### src/rtl/core_pkg.sv
// Shared constants and types for the integer register file and its scoreboard.
package core_pkg;

    localparam int XLEN_DEF  = 32;
    localparam int NREGS_DEF = 32;
    localparam int ZERO_IDX  = 0;

    typedef logic [$clog2(NREGS_DEF)-1:0] reg_sel_t;

endpackage : core_pkg

### src/rtl/regfile_sb_bypass.sv
// One read port: selects stored or forwarded data, forces the zero register,
// and reports whether the operand is available this cycle.
module regfile_sb_bypass #(
    parameter int XLEN     = 32,
    parameter int AW       = 5,
    parameter int BYPASS   = 1,
    parameter int ZERO_REG = 1
) (
    input  logic [AW-1:0]   i_sel,
    input  logic [XLEN-1:0] i_reg_data,
    input  logic            i_pending,
    input  logic            i_wen,
    input  logic [AW-1:0]   i_wsel,
    input  logic [XLEN-1:0] i_wdata,
    output logic [XLEN-1:0] o_data,
    output logic            o_ready
);

    logic w_is_zero;
    logic w_hit;

    assign w_is_zero = (ZERO_REG != 0) && (i_sel == '0);
    assign w_hit     = (BYPASS != 0) && i_wen && (i_wsel == i_sel);

    always_comb begin
        o_data = i_reg_data;
        if (w_hit) begin
            o_data = i_wdata;
        end
        // Zero forcing overrides any forwarded writeback.
        if (w_is_zero) begin
            o_data = '0;
        end
        o_ready = !i_pending || w_hit || w_is_zero;
    end

endmodule : regfile_sb_bypass

### src/rtl/regfile_sb.sv
// Integer register file with NRP combinational read ports, one write port and
// a pending-producer scoreboard with busy count and sticky WAW error.
module regfile_sb
    import core_pkg::*;
#(
    parameter  int XLEN     = XLEN_DEF,
    parameter  int NREGS    = NREGS_DEF,
    parameter  int NRP      = 2,
    parameter  int BYPASS   = 1,
    parameter  int ZERO_REG = 1,
    localparam int AW       = $clog2(NREGS)
) (
    input  logic                clock,
    input  logic                reset,
    input  logic [NRP*AW-1:0]   read_sel,
    output logic [NRP*XLEN-1:0] read_data,
    output logic [NRP-1:0]      read_ready,
    input  logic                issue_en,
    input  logic [AW-1:0]       issue_sel,
    input  logic                wEn,
    input  logic [AW-1:0]       write_sel,
    input  logic [XLEN-1:0]     write_data,
    output logic [AW:0]         busy_count,
    output logic                waw_err
);

    logic [XLEN-1:0]  r_regs [NREGS];
    logic [NREGS-1:0] r_pend;
    logic [AW:0]      r_busy;
    logic             r_waw;

    logic             w_wr_ok;
    logic             w_iss_ok;
    logic             w_waw_hit;
    logic [NREGS-1:0] w_pend_nxt;
    logic [AW:0]      w_busy_nxt;

    assign w_wr_ok  = wEn && !((ZERO_REG != 0) && (write_sel == AW'(ZERO_IDX)));
    assign w_iss_ok = issue_en && !((ZERO_REG != 0) && (issue_sel == AW'(ZERO_IDX)));
    // A writeback to the same register in the same cycle retires the old
    // producer, so the new issue is legal.
    assign w_waw_hit = w_iss_ok && r_pend[issue_sel] && !(wEn && (write_sel == issue_sel));

    always_comb begin
        w_pend_nxt = r_pend;
        if (w_wr_ok) begin
            w_pend_nxt[write_sel] = 1'b0;
        end
        if (w_iss_ok) begin
            w_pend_nxt[issue_sel] = 1'b1;
        end
        w_busy_nxt = '0;
        for (int i = 0; i < NREGS; i++) begin
            w_busy_nxt = w_busy_nxt + (AW+1)'(w_pend_nxt[i]);
        end
    end

    always_ff @(posedge clock or negedge reset) begin
        if (!reset) begin
            for (int i = 0; i < NREGS; i++) begin
                r_regs[i] <= '0;
            end
            r_pend <= '0;
            r_busy <= '0;
            r_waw  <= 1'b0;
        end else begin
            if (w_wr_ok) begin
                r_regs[write_sel] <= write_data;
            end
            r_pend <= w_pend_nxt;
            r_busy <= w_busy_nxt;
            if (w_waw_hit) begin
                r_waw <= 1'b1;
            end
        end
    end

    assign busy_count = r_busy;
    assign waw_err    = r_waw;

    for (genvar gi = 0; gi < NRP; gi++) begin : g_rd
        logic [AW-1:0]   w_sel;
        logic [XLEN-1:0] w_val;
        logic            w_pnd;

        assign w_sel = read_sel[gi*AW +: AW];
        assign w_val = r_regs[w_sel];
        assign w_pnd = r_pend[w_sel];

        regfile_sb_bypass #(
            .XLEN     (XLEN),
            .AW       (AW),
            .BYPASS   (BYPASS),
            .ZERO_REG (ZERO_REG)
        ) u_port (
            .i_sel      (w_sel),
            .i_reg_data (w_val),
            .i_pending  (w_pnd),
            .i_wen      (wEn),
            .i_wsel     (write_sel),
            .i_wdata    (write_data),
            .o_data     (read_data[gi*XLEN +: XLEN]),
            .o_ready    (read_ready[gi])
        );
    end

endmodule : regfile_sb

### config.mk
export PLATFORM = sky130hd
export DESIGN_NAME = regfile_sb
export DESIGN_NICKNAME = d
export VERILOG_FILES = /design/src/rtl/core_pkg.sv /design/src/rtl/regfile_sb_bypass.sv /design/src/rtl/regfile_sb.sv
export SDC_FILE = /design/constraint.sdc
export NUM_CORES = 2
export LEC_CHECK = 0
export CAP_MARGIN = 20
export CORE_ASPECT_RATIO = 0.5
export CORE_MARGIN = 2
export CORE_UTILIZATION = 50
export DETAILED_ROUTE_END_ITERATION = 7
export HOLD_SLACK_MARGIN = 0.05
export PLACE_DENSITY = 0.63
export SLEW_MARGIN = 20
export SYNTH_ARGS = -nofsm -noshare
export SYNTH_HDL_FRONTEND = slang
export SYNTH_SLANG_ARGS = --single-unit
export TNS_END_PERCENT = 30
### constraint.sdc
create_clock -name clock -period 6.52 [get_ports clock]
set_input_delay 1.956 -clock clock [delete_from_list [all_inputs] [get_ports clock]]
set_output_delay 1.956 -clock clock [all_outputs]
set_load 0.1 [all_outputs]
* After elaboration in Yosys (flattened, before gate mapping)
Cells that the tools add are included.
Widths: inputs -> output; s select.
** Word-level totals
- Flip-flop bits (word level) :: 1063
- Logic and storage cells :: 133
- Output and inout port bits :: 73
- Input bits :: 56
** Operators by class
- Add/subtract/negate cells :: 31
- Eq/ne operators :: 3
- Magnitude comparators :: 10
- Bitwise operators :: 6
- Muxes and demuxes :: 25
- Reduce and logical (&&, ||, !) cells :: 23
** Operators by type and width (count)
- $bwmux 1024 :: 1
- $mux 32 :: 11
- $bmux 32 s5 :: 2
- $demux 32 s5 :: 1
- $add 6x1->6 :: 26
- $and 32x32->32 :: 1
- $not 32->32 :: 1
- $or 32x32->32 :: 1
- $lt 5x6->1 const B :: 4
- $logic_not 5->1 :: 4
- $ge 6x6->1 const B :: 3
- $not 5->6 :: 3
- $bmux 1 s5 :: 3
- $eq 5x5->1 :: 3
- $demux 1 s5 :: 2
- $ge 5x1->1 const B :: 2
- $logic_and 1x1->1 :: 10
- $add 5x1->6 :: 1
- $lt 6x1->1 const B :: 1
- $add 4x1->5 :: 1
- $logic_not 1->1 :: 5
- $mux 1 :: 5
- $add 3x1->4 :: 1
- $logic_or 1x1->1 :: 4
- other kinds (2) :: 2

* Longest topological paths before layout
- Depth after elaboration :: 40
- Gate-level depth with buffers :: 23
- Depth with buffers taken out :: 21

* Hierarchy
Synthesis repeated with hierarchy kept, for this count alone.
** Second synthesis, totals
- Cells, all modules :: 3823
- Area total of the unflattened synthesis :: 58398.5 µm²
** By module, submodules not included
- regfile_sb :: sequential area each 26600.5 µm², area each 56897.1 µm², cells an instance 3567, times used 1
- regfile_sb_bypass :: sequential area each 0.0 µm², area each 750.7 µm², cells an instance 128, times used 2

* Least setup slack after synthesis
No wires, ideal clock.
- Kind :: in2out
- From :: in read_sel[0]
- To :: out read_data[26]
- Required time :: 4564 ps
- Cell stages on the path :: 9
- Arrival :: 5572 ps
- Setup slack :: -1008 ps
- Buffers on the path :: 4
- Cells stage by stage :: buf_4 > buf_4 > buf_6 > buf_6 > mux2i_1 > a221oi_1 > o21ai_0 > o22a_1 > a211oi_1
** Between the ends
- Word-level cells in the longest chain between the ends :: 6
- Elaborated cells on any way between the ends :: 9
- Classes of those cells :: 1 x eq/ne; 5 x mux; 1 x bitwise; 2 x reduce/logical
** Ends and longest elaborated chain
- start, declared :: line regfile_sb.sv:15 : input logic [NRP*AW-1:0] read_sel,
- $not 5->6 (not written as such) :: line regfile_sb.sv:87 : assign w_val = r_regs[w_sel];
- $bmux 32 s5 :: line regfile_sb.sv:87
- $mux 32 (not written as such) (2 in series) :: line regfile_sb.sv:87
- $mux 32 :: line regfile_sb_bypass.sv:27 : if (w_hit) begin
- $mux 32 * :: line regfile_sb_bypass.sv:31 : if (w_is_zero) begin
- end, declared :: line regfile_sb.sv:16 : output logic [NRP*XLEN-1:0] read_data,
Mark *: on every way between the ends. The rest lies on a longest branch, timed or not. The select of a mux whose other input is x is not followed.

* Final worst setup path
- From :: in read_sel[4]
- To :: out read_ready[0]
** Between the ends
- Word-level cells in the longest chain between the ends :: 5
- Elaborated cells on any way between the ends :: 8
- Classes of those cells :: 1 x eq/ne; 2 x mux; 5 x reduce/logical
** Ends and longest elaborated chain
- $bmux 1 s5 :: line regfile_sb.sv:88 : assign w_pnd = r_pend[w_sel];
- $mux 1 (not written as such) :: line regfile_sb.sv:88
- $logic_not 1->1 :: line regfile_sb_bypass.sv:34 : o_ready = !i_pending || w_hit || w_is_zero;
- $logic_or 1x1->1 :: line regfile_sb_bypass.sv:34
- $logic_or 1x1->1 * :: line regfile_sb_bypass.sv:34
- end, declared :: line regfile_sb.sv:17 : output logic [NRP-1:0] read_ready,
Marks and branches as above.

==> impl_metrics.py <==
metrics = {
    "route": {
        "drt_iter0_drc": 4918,
        "routed_wl_um": 205000,
        "vias": 40300,
        "post_drt_via_cell_ratio": 6.88,
        "wire_per_inst_um": 35.0,
        "drt-pass1-iter-count": 6,
        "drc": 0,
        "ant_nets": 0,
    },
    "setup_path": {
        "timing.rr.end": "busy_count[4]",
        "worstPathRequired_ns": 4.56,
        "reg2reg_from": "r_pend[9]",
        "cp-end-kind": "output pin",
        "rrSetupSlack_ns": 1.54,
        "start_kind": "primary input",
        "r2r_cells": 16,
        "path_class": "in2out",
        "path_max_fanout": 12,
        "cp-startpoint": "read_sel[4]",
        "arrival_ns": 4.53,
    },
    "floorplan": {
        "io_pins": 129,
        "rows": 88,
        "dieHeight_um": 245,
        "die_area_um2": 119000,
        "die_x_um": 486,
        "start_util_pct": 50.4,
        "core_area_um2": 115000,
    },
    "power_and_ir_drop": {
        "ir_drop_mv": 2.28,
        "p_per_area_nw_per_um2": 336,
        "leakage_uw": 0.0300,
    },
    "clock_network": {
        "cts_num_sinks": 1063,
        "worstSkewPairLatency_ns": 0.73,
        "cts-buffers-inserted": 101,
        "clk_root_buffer_cell": "clkbuf_16",
        "cts_tree": "built",
        "cts_buffer_depth": 3,
        "cts_max_level": 3,
        "clk_pin_slew_ns": 0.06,
    },
    "sta": {
        "finalMaxSlewViolations": 0,
        "post-route-min-period_ns": 6.49,
        "finalHoldViolations": 0,
        "layout_setup_ws_ns": 0.0325,
        "skew_ns": 0.0208,
        "rsz0062_at_grt": "yes",
        "period_share_pct": 99.5,
        "fin_tns_setup_ns": 0,
        "setup_viol": 0,
        "tightest_slew_ns": 1.15,
        "relSlewSlack_pct": 23.0,
        "clock.fmax_ghz": 0.154,
    },
    "yosys": {
        "syn_nets": 4142,
        "ys_ff_latch": 1063,
        "async_reset_ff_share_pct": 100,
        "synth_ff_type": "dfrtp_1",
        "synthCells": 4055,
        "yosysSeqAreaShare_pct": 45.7,
        "yosysUniqueCellTypes": 66,
        "avgSynthCellArea_um2": 14.3,
        "synth_area_um2": 58200,
        "ys.warnings.count": 0,
        "synth_edf_count": 0,
    },
    "placed_design": {
        "gp_congestion": 0.919,
        "portBuffers": 128,
        "post-place-ws_ns": -1.19,
        "dp_hpwl_um": 127000,
        "place_inst": 5646,
    },
    "hold_path": {
        "worstHoldStart": "r_regs[1004]",
        "min_path_cells": 0,
        "min_path_type": "reg2reg",
        "min_to": "r_regs[1004]",
    },
    "global_route": {
        "grt_pass1_wl_um": 296000,
        "grt_usage_pct": 34.5,
        "antenna_found_initial": 4,
        "gr-total-overflow": 0,
        "grt_start_max_net_pins": 142,
        "grt_pass1_vias": 40900,
    },
    "final_layout": {
        "layout.cells.most_common": "dfrtp_1",
        "area_growth_pct": 16.7,
        "drive_gt1_share_pct": 50.2,
        "nets": 4329,
        "instances_no_fill": 5856,
        "mostFrequentLayoutCells": "1063 x dfrtp_1, 974 x mux2_2, 438 x mux4_2",
        "nFillCells": 9013,
    },
    "status": {
        "status": "completed",
    },
    "run": {
        "cap_violations": 0,
    },
}
==> through the flow <==
stage	util, %	instance area (µm²)	hold WS (ns)	power (µW)
2_1_floorplan	-	58300	0.441	13900
3_5_place_dp	55.6	64100	0.383	16500
5_1_grt	58.8	67900	0.408	24000
6_report	58.8	67900	0.396	22800
3_3_place_gp	55.6	64100	0.377	16300
4_1_cts	58.7	67700	0.399	22800
==> kinds of logic after synthesis <==
group,count (synthesis),synth area share (%)
xor gates and xnor gates,18,0.284
adders and majority gates,31,0.976
and+or+nand+nor,286,2.43
DFF,1063,45.7
AOI/OAI and AO/OA,446,5.83
buffers and inverters,510,3.94
muxes,1701,40.8
==> Yosys cell counts, drive strengths merged (14+ instances only) <==
cell type / instances / share of area [%]
o21ai: 49 / 0.44
nand3: 44 / 0.38
nor2: 53 / 0.34
a31oi: 14 / 0.15
a211o: 17 / 0.26
a211oi: 46 / 0.59
a22oi: 119 / 1.5
nor2b: 42 / 0.45
clkbuf: 250 / 1.6
mux4: 438 / 17
buf: 202 / 2.0
o211ai: 19 / 0.25
inv: 58 / 0.37
a21oi: 14 / 0.12
nand2: 90 / 0.58
mux2i: 269 / 4.6
mux2: 994 / 19
a221o: 30 / 0.52
a221oi: 40 / 0.60
o22ai: 24 / 0.26
a22o: 26 / 0.39
fa: 24 / 0.83
dfrtp: 1063 / 46
==> layout make-up <==
type / count / area (µm²) / area share [%]
Multi-Input combinational cell: 2482 / 29800 / 43.9
Sequential cell: 1063 / 26600 / 39.2
Timing Repair Buffer: 536 / 5960 / 8.78
Clock buffer: 143 / 2900 / 4.27
Tap cell: 1530 / 1910 / 2.82
Clock inverter: 40 / 463 / 0.682
Inverter: 58 / 218 / 0.321
Antenna cell: 4 / 10.0 / 0.0147
==> what timing repair did <==
| item | CTS | global route |
|---|---|---|
| hold buffers | 0 | 0 |
| gates resized for setup | 44 | 64 |
| setup endpoints to repair | 36 | 7 |
| setup buffers | 14 | 8 |
| gates cloned | 1 | 1 |
| pin swaps | 8 | 25 |
==> flip-flops by register name (all words and copies together), names as in the netlist <==
register    cells
r_pend         32
waw_err         1
busy_count      6
r_regs       1024
==> power by group <==
group,switching [µW],internal (µW)
sequential,979,7910
combinational,3630,4070
clock,2750,3460
total,7360,15400
==> worst max path at each step <==
| stage | end | slack, ns |
|---|---|---|
| after floorplan | read_data[27] | -0.80 |
| after global placement | busy_count[4] | -1.22 |
| after detailed placement | busy_count[4] | -1.19 |
| after CTS | busy_count[4] | 0.002 |
| after global routing | busy_count[4] | -0.01 |
| final | read_ready[0] | 0.03 |
==> routing by layer <==
layer	GRT usage, %	routed length, µm	vias up
li1	-	-	16000
met1	50.9	88500	21900
met2	50.1	89400	1994
met3	8.70	19400	390
met4	11.4	7450	2
met5	0	20	-
==> worst max-delay path: stages <==
cell     delay, ns
buf_2         0.50
xor2_1        0.17
nor4_2        0.45
buf_4         0.20
a21o_1        0.40
buf_4         0.26
nor3b_1       0.06
a31oi_1       0.16
buf_4         0.16
buf_12        0.17
(Power assumes the default switching activity.)
